$ cat config.mk
export PLATFORM = sky130hd
export DESIGN_NAME = network_controller
export DESIGN_NICKNAME = d
export VERILOG_FILES = /design/src/rtl/network_controller_pkg.sv /design/src/rtl/network_controller_sat_q88.sv /design/src/rtl/network_controller.sv
export SDC_FILE = /design/constraint.sdc
export NUM_CORES = 1
export LEC_CHECK = 0
export ABC_AREA = 1
export ABC_CLOCK_PERIOD_IN_PS = 21400
export CORE_ASPECT_RATIO = 0.7
export CORE_UTILIZATION = 40
export DETAILED_ROUTE_END_ITERATION = 10
export HOLD_SLACK_MARGIN = 0.03
export PLACE_DENSITY_LB_ADDON = 0.25
export SLEW_MARGIN = 20
export SYNTH_ARGS = -nofsm -noshare
export SYNTH_HDL_FRONTEND = slang
export SYNTH_SLANG_ARGS = --single-unit
$ cat constraint.sdc
create_clock -name clk -period 21.4 [get_ports clk]
set_input_delay 4.28 -clock clk [delete_from_list [all_inputs] [get_ports clk]]
set_output_delay 4.28 -clock clk [all_outputs]
set_load 0.01 [all_outputs]
$ cat src/rtl/network_controller_pkg.sv
// Shared constants for the neuron controller: FSM encoding, Q8.8 limits and
// the {weight, input} field positions inside a 32-bit ROM word.
package network_controller_pkg;

  localparam int DEF_NUM_UNITS = 4;
  localparam int DEF_ADDR_W    = 2;
  localparam int Q_FRAC_W      = 8;

  localparam logic [15:0] Q_MAX = 16'h7FFF;
  localparam logic [15:0] Q_MIN = 16'h8000;

  localparam int W_MSB = 31;
  localparam int W_LSB = 16;
  localparam int X_MSB = 15;
  localparam int X_LSB = 0;

  typedef enum logic [1:0] {
    IDLE = 2'd0,
    MAC  = 2'd1,
    ACT  = 2'd2,
    DONE = 2'd3
  } state_t;

endpackage

$ cat src/rtl/network_controller_sat_q88.sv
// Combinational scale-and-saturate from a wide signed accumulator to Q8.8.
// Define NETWORK_CONTROLLER_RELU_EN to clamp negative results to zero.
module sat_q88
  import network_controller_pkg::*;
#(
  parameter int ACC_W  = 35,
  parameter int FRAC_W = Q_FRAC_W
) (
  input  logic signed [ACC_W-1:0] acc_i,
  output logic        [15:0]      q_o
);

  localparam logic signed [ACC_W-1:0] MAX_V = ACC_W'(32767);
  localparam logic signed [ACC_W-1:0] MIN_V = ACC_W'(-32768);

  logic signed [ACC_W-1:0] scaled;

  assign scaled = acc_i >>> FRAC_W;

  always_comb begin
    q_o = scaled[15:0];
    if (scaled > MAX_V) begin
      q_o = Q_MAX;
    end else if (scaled < MIN_V) begin
      q_o = Q_MIN;
    end
`ifdef NETWORK_CONTROLLER_RELU_EN
    if (q_o[15]) begin
      q_o = 16'h0000;
    end
`endif
  end

endmodule

$ cat src/rtl/network_controller.sv
// Single-neuron controller: captures {weight, input} words, runs a serial MAC,
// then saturates to Q8.8. Optional ReLU via NETWORK_CONTROLLER_RELU_EN.
module network_controller
  import network_controller_pkg::*;
#(
  parameter int NUM_UNITS = DEF_NUM_UNITS,
  parameter int ADDR_W    = DEF_ADDR_W,
  parameter int FRAC_W    = Q_FRAC_W
) (
  input  logic              clk,
  input  logic              reset,
  input  logic [31:0]       data_in,
  input  logic [ADDR_W-1:0] address,
  input  logic              writeData,
  input  logic              start,
  output logic              busy,
  output logic [15:0]       result,
  output logic              result_valid
);

  // Wide enough that NUM_UNITS full-scale products can never overflow.
  localparam int ACC_W = 32 + ADDR_W + 1;
  localparam logic [ADDR_W-1:0] LAST_IDX = ADDR_W'(NUM_UNITS - 1);

  state_t                  state_q, state_d;
  logic [ADDR_W-1:0]       idx_q, idx_d;
  logic signed [ACC_W-1:0] acc_q, acc_d;
  logic [15:0]             result_q, result_d;
  logic [31:0]             regs_q [NUM_UNITS];
  logic [31:0]             regs_d [NUM_UNITS];

  logic signed [15:0] weight;
  logic signed [15:0] in_val;
  logic signed [31:0] product;
  logic [15:0]        sat_out;

  assign weight  = regs_q[idx_q][W_MSB:W_LSB];
  assign in_val  = regs_q[idx_q][X_MSB:X_LSB];
  assign product = weight * in_val;

  sat_q88 #(
    .ACC_W  (ACC_W),
    .FRAC_W (FRAC_W)
  ) u_sat (
    .acc_i (acc_q),
    .q_o   (sat_out)
  );

  always_comb begin
    state_d  = state_q;
    idx_d    = idx_q;
    acc_d    = acc_q;
    result_d = result_q;
    regs_d   = regs_q;
    case (state_q)
      IDLE: begin
        idx_d = '0;
        acc_d = '0;
        if (writeData) begin
          regs_d[address] = data_in;
        end
        if (start) begin
          state_d = MAC;
        end
      end
      MAC: begin
        acc_d = acc_q + {{(ACC_W-32){product[31]}}, product};
        idx_d = idx_q + 1'b1;
        if (idx_q == LAST_IDX) begin
          state_d = ACT;
        end
      end
      ACT: begin
        result_d = sat_out;
        state_d  = DONE;
      end
      DONE: begin
        state_d = IDLE;
      end
      default: begin
        state_d = IDLE;
      end
    endcase
  end

  always_ff @(posedge clk) begin
    if (reset) begin
      state_q  <= IDLE;
      idx_q    <= '0;
      acc_q    <= '0;
      result_q <= '0;
      for (int i = 0; i < NUM_UNITS; i++) begin
        regs_q[i] <= '0;
      end
    end else begin
      state_q  <= state_d;
      idx_q    <= idx_d;
      acc_q    <= acc_d;
      result_q <= result_d;
      regs_q   <= regs_d;
    end
  end

  assign busy         = (state_q != IDLE);
  assign result_valid = (state_q == DONE);
  assign result       = result_q;

endmodule
After elaboration in Yosys (flattened, before gate mapping)
Index checks and enable logic that the tools add are counted.
Storage, ports and cells
  flip-flop bits (word level): 183
  output and inout port bits: 18
  word-level logic and storage cells: 43
Cells by class
  $add $sub $neg: 2
  multipliers: 1
  order comparisons: 5
  equal/unequal tests: 6
  muxes and demuxes: 13
  bitwise logic cells: 2
  reduce and logical (&&, ||, !) cells: 6
Operators with widths (number)
  128-bit bitwise mux: 1
  32-bit two-way mux: 3
  35-bit one-hot mux with 2 select lines: 1
  32-bit binary-select mux with 2-bit select: 1
  32-bit demux with 2-bit select: 1
  35-bit adder: 1
  16-bit by 16-bit multiplier with 32-bit output: 1
  16-bit two-way mux: 2
  27-bit by 16-bit > comparator with 1-bit output (second input constant): 1
  27-bit by 16-bit < comparator with 1-bit output (second input constant): 1
  2-bit one-hot mux with 4 select lines: 1
  2-bit equality test (second input constant): 3
  3-bit >= comparator (second input constant): 2
  2-bit inverter with 3-bit output: 2
  2-bit two-way mux: 2
  2-bit != test (second input constant): 2
  2-bit one-hot mux with 2 select lines: 1
  2-bit AND reduction: 2
  2-bit nonzero test: 2
  3-bit by 1-bit < comparator with 1-bit output (second input constant): 1
  2-bit by 1-bit adder with 2-bit output (second input constant): 1
  2-bit by 1-bit equality test with 1-bit output (second input constant): 1
  2-bit logical NOT: 1
  1-bit logical AND: 1

Depth between registers and ports, before layout
  word-level depth: 7
  gate-level depth with buffers: 43

Modules after synthesis
From an unflattened synthesis, not the netlist that was laid out.
Unflattened totals
  cells, all modules: 2675
  area, all modules: 19657.6 um2
By module, submodules not included
  network_controller: instances 1, cells each 2620, area each 19402.4 um2
  sat_q88: instances 1, cells each 55, area each 255.2 um2

Least setup slack after synthesis
No wires, ideal clock.
  path type: reg-to-reg
  start: register idx_q[0]
  end: register acc_q[33]
  setup time: 0.134 ns
  arrival time: 7.245 ns
  data required time: 21.266 ns
  slack: 14.021 ns
  cell stages (with the launch flop): 39
  period minus slack after synthesis: 7.379 ns
  path through: dfxtp_1 -> buf_4 -> buf_2 -> nand2_1 -> a32oi_1 -> buf_2 -> nand2_1 -> fa_1 -> inv_1 -> fa_1 -> inv_1 -> fa_1 -> inv_1 -> fa_1 -> fa_1 -> inv_1 -> fa_1 -> inv_1 -> [... 3 more ...] -> a21oi_1 -> nand3_2 -> a21oi_2 -> o21bai_4 -> nand3_1 -> o211ai_2 -> xor2_1 -> ha_1 -> nand2_1 -> nor3_1 -> inv_1 -> nor2_1 -> and3_1 -> nand3_1 -> nand3_1 -> a21oi_1 -> o21ai_1 -> a21oi_1
Between the ends
  cells in the longest elaborated chain, start to end: 7
Ends and longest elaborated chain
  start, declared: RTL line network_controller.sv:26  | logic [ADDR_W-1:0] idx_q, idx_d;
  start signal, assigned: RTL line network_controller.sv:97  | idx_q <= idx_d;
  2-bit inverter with 3-bit output (implied by the code): RTL line network_controller.sv:37, network_controller.sv:38
  32-bit binary-select mux with 2-bit select: RTL line network_controller.sv:37, network_controller.sv:38
  32-bit two-way mux (implied by the code) (2 in a row): RTL line network_controller.sv:38  | assign in_val = regs_q[idx_q][X_MSB:X_LSB];
  16-bit by 16-bit multiplier with 32-bit output: RTL line network_controller.sv:39  | assign product = weight * in_val;
  35-bit adder: RTL line network_controller.sv:67  | acc_d = acc_q + {{(ACC_W-32){product[31]}}, product};
  35-bit one-hot mux with 2 select lines: RTL line network_controller.sv:55  | case (state_q)
  end signal, assigned: RTL line network_controller.sv:90  | acc_q <= '0;
  end signal, assigned: RTL line network_controller.sv:98  | acc_q <= acc_d;
  end, declared: RTL line network_controller.sv:27  | logic signed [ACC_W-1:0] acc_q, acc_d;
Every way passes these cells. The select of a mux whose other input is x is not followed.
A chain may end at the register's enable or synchronous reset.

Worst setup path after layout
  start: register idx_q[0]
  end: register acc_q[29]
Same word-level chain as after synthesis.

==> metrics.log <==
INFO  metric vias = 17400
INFO  metric wl_cell = 18.6 um
INFO  metric ir_worst_vdd = 0.0964 mV
INFO  metric syn-instance-count = 2616
INFO  metric critPathMaxStageDelay = 0.88 ns
INFO  metric clock_insertion_delay_worst_skew = 0.48 ns
INFO  metric synthFlopType = sky130_fd_sc_hd__dfxtp_1
INFO  metric synth_enable_flop_cells = 0
INFO  metric drc_errors_left = 0
INFO  metric finalInstanceArea = 0.0214 mm2
INFO  metric reg2reg_depth = 32
INFO  metric timing.critical_path.mode_cell = sky130_fd_sc_hd__fa_1
INFO  metric startpoint = idx_q[0]$_SDFFE_PP0P_
INFO  metric dpl-instance-area = 0.0208 mm2
INFO  metric design.final.nets = 3051
INFO  metric synth_async_sr_flop_share = 0%
INFO  metric port-buffer-count = 55
INFO  metric place.gp.congestion = 1.01
INFO  metric final_cells = 3297
INFO  metric largest_net_degree_at_the_start_of_global_routing = 107
INFO  metric clock-root-buffer = sky130_fd_sc_hd__clkbuf_16
INFO  metric route.detailed.vias_per_inst = 5.28
INFO  metric setup_viol_count_final = 0
INFO  metric floorplan.initialDensity = 40.7%
INFO  metric r2r-end = acc_q[29]$_SDFFE_PP0P_
INFO  metric grt_remaining_overflow = 0
INFO  metric hp-class = flip-flop to flip-flop
INFO  metric first_pass_grt_wire_length = 97700 um
INFO  metric max-slew-margin-rel = 30.2%
INFO  metric worst_ep_arrival_time = 10.14 ns
INFO  metric cts.clk_slew.worst_paths = 0.08 ns
INFO  metric synth_compound_gate_area_share = 13.4%
INFO  metric setup_repair_after_global_routing_missed_its_margin = no
INFO  metric synth.avg_cell_area = 7.47 um2
INFO  metric timing_max_transition_violations_final = 0
INFO  metric fp.coreArea = 0.0480 mm2
INFO  metric r2r_setup_slack = 11.66 ns
INFO  metric finalClockSkew = 0.0184 ns
INFO  metric max-clock-path-buffers = 2
INFO  metric max-cap-violations = 0
INFO  metric fin_setup_tns = 0 ns
INFO  metric worstSetupPathType = flip-flop to flip-flop
INFO  metric top_level_ports = 56
INFO  metric pwr_cell_area = 68.9 mW/mm2
INFO  metric tritoncts = done
INFO  metric clock-sinks = 183
INFO  metric ys_seq_elements = 183
INFO  metric critical-path-slowest-cell = sky130_fd_sc_hd__fa_1
INFO  metric route.antenna.remaining_nets = 0
INFO  metric leakage = 0.00967 uW
INFO  metric worst_setup_ep_type = flip-flop
INFO  metric worst_r2r_startpoint = idx_q[0]$_SDFFE_PP0P_
INFO  metric postSynthNetCount = 3039
INFO  metric synth-simple-area-share = 21.2%
INFO  metric run_status = complete, no violations
INFO  metric synth-warning-count = 0
INFO  metric post_synthesis_share_of_cell_area_spent_on_xor_and_xnor_gates = 1.21%
INFO  metric place.detailed.hpwl = 47900 um
INFO  metric tritoncts.num_buffers = 17
INFO  metric post-route-period-util = 45.5%
INFO  metric dr.pass1.iters = 5
INFO  metric worst_setup_path_endpoint = acc_q[29]$_SDFFE_PP0P_
INFO  metric cp.required = 21.80 ns
INFO  metric grt_antenna_before_repair = 2
INFO  metric area_growth = 9.39%
INFO  metric crit_fanout = 66
INFO  metric cts_post_setup_buffers_inserted = 0
INFO  metric postCtsResizedCells = 0
INFO  metric groute.usage.overall = 25.6%
INFO  metric cts.htree.levels = 4
INFO  metric synth_fa_ha_area_share = 34.8%
INFO  metric detail_route.wirelength = 61300 um
INFO  metric max_freq = 0.103 GHz
INFO  metric post_cts_hold_buffer_count = 0
INFO  metric first_iter_violations = 1553
INFO  metric tightest_slew = 1.05 ns
INFO  metric fillers = 4803
INFO  metric dpl.cell_count = 3263
INFO  metric min_period = 9.74 ns
INFO  metric critPathLaunchType = flip-flop
INFO  metric final_core_utilization = 44.5%
INFO  metric ys_seq_area_share = 18.7%
INFO  metric vias_in_the_first_global_route = 17400
INFO  metric multiplexer_share_of_the_synthesized_area = 0%
INFO  metric hold_viol_final = 0
INFO  metric main_combinational_cell_family_by_area_after_synthesis = adder cells
INFO  metric fp.dieArea = 0.0498 mm2
INFO  metric die_width = 266 um
INFO  metric synth.cell_area = 0.0195 mm2
INFO  metric core.rowCount = 67
INFO  metric die_height = 187 um
INFO  metric final_layout_size_suffix_gt1_share = 5.15%
INFO  metric netlist-cell-type-count = 53
## per-layer routing
metal | GRT usage (%) | vias to the layer above | wire length, um
met5 | 0 | - | 33
li1 | - | 8162 | -
met1 | 38.0 | 8496 | 29000
met3 | 9.74 | 55 | 7250
met4 | 4.64 | 6 | 721
met2 | 35.0 | 684 | 24400
## placed cells by master, fill, tap and decap left out, drive strengths merged, types with 18 or more instances in the layout
cell             n
nand2          727
nand3           51
a32oi           31
nor2           214
dfxtp          183
inv            445
clkbuf          18
ha             122
clkdlybuf4s50   54
o21ai           78
buf             36
a21oi          294
fa             263
## state kept, by name, indices dropped and copies added, names as in the netlist
signal	cells
regs_q	128
state_q	2
result	16
acc_q	35
idx_q	2
## cells in the mapped netlist (all sizes together) (2+ instances only)
| cell | number | area [um2] |
|---|---|---|
| nand2 | 727 | 2750 |
| inv | 439 | 1650 |
| a21oi | 294 | 1500 |
| fa | 263 | 5270 |
| nor2 | 214 | 818 |
| dfxtp | 183 | 3660 |
| ha | 122 | 1530 |
| o21ai | 78 | 413 |
| clkbuf | 56 | 210 |
| nand3 | 51 | 285 |
| buf | 41 | 216 |
| a32oi | 31 | 343 |
| xor2 | 16 | 140 |
| nor3 | 15 | 121 |
| nand4 | 13 | 81.3 |
| xnor2 | 11 | 96.3 |
| a21o | 10 | 76.3 |
| o21bai | 9 | 78.8 |
| a31oi | 8 | 50.1 |
| a21boi | 4 | 33.8 |
| nand3b | 4 | 30.0 |
| nor4 | 4 | 25.0 |
| a211oi | 3 | 22.5 |
| o21a | 3 | 22.5 |
| or2 | 3 | 18.8 |
| a31o | 2 | 17.5 |
| clkinv | 2 | 7.51 |
| o211ai | 2 | 20.0 |
| o22ai | 2 | 12.5 |
## where the power goes
part           internal (uW)  leakage, uW  switching [uW]
clock network            176     0.000294             164
logic                    226      0.00790             509
registers                371      0.00148            25.2
## cell type report
| class | count | area, um2 | share of cell area [%] |
|---|---|---|---|
| Clock inverter | 14 | 168 | 0.784 |
| Multi-Input combinational cell | 1895 | 13800 | 64.7 |
| Tap cell | 655 | 820 | 3.83 |
| Clock buffer | 18 | 429 | 2.01 |
| Antenna cell | 1 | 2.50 | 0.0117 |
| Sequential cell | 183 | 3660 | 17.1 |
| Inverter | 441 | 1660 | 7.74 |
| Timing Repair Buffer | 90 | 815 | 3.81 |
## per-stage QoR
stage	power, uW	hold slack (ns)	worst slack [ns]
detailed placement	1120	0.453	11.71
global placement	1120	0.448	11.88
CTS	1470	0.464	11.64
global route	1570	0.479	11.11
finish	1470	0.462	11.66
floorplan	880	0.437	14.02
## worst max-delay path: cells and delay by family, from the launching register on
| kind | cells | cell delay (ns) |
|---|---|---|
| AOI/OAI and AO/OA | 12 | 2.94 |
| xor gates and xnor gates | 1 | 0.28 |
| buffers and inverters | 8 | 1.33 |
| and+or+nand+nor | 3 | 0.59 |
| adders and majority gates | 8 | 4.13 |
| DFF | 1 | 0.33 |
## cell families (layout without fill, tap and decap cells)
| logic type | Yosys count | in the layout |
|---|---|---|
| buf+inv | 538 | 563 |
| flops | 183 | 183 |
| fa+ha+maj | 385 | 385 |
| xor+xnor | 27 | 27 |
| other cells | 0 | 1 |
| simple gates | 1033 | 1033 |
| compound gates | 450 | 450 |
## worst min-delay path by stage
stage / from / endpoint / slack [ns] / cells past startpoint
5_1_grt: regs_q[12]$_SDFFE_PP0P_ / regs_q[12]$_SDFFE_PP0P_ / 0.48 / 2
2_1_floorplan: regs_q[32]$_SDFFE_PP0P_ / regs_q[32]$_SDFFE_PP0P_ / 0.44 / 2
3_3_place_gp: regs_q[64]$_SDFFE_PP0P_ / regs_q[64]$_SDFFE_PP0P_ / 0.45 / 2
4_1_cts: regs_q[32]$_SDFFE_PP0P_ / regs_q[32]$_SDFFE_PP0P_ / 0.46 / 2
3_5_place_dp: regs_q[32]$_SDFFE_PP0P_ / regs_q[32]$_SDFFE_PP0P_ / 0.45 / 2
6_report: regs_q[63]$_SDFFE_PP0P_ / regs_q[63]$_SDFFE_PP0P_ / 0.46 / 2
No activity file was read; power rests on OpenSTA's default activity.
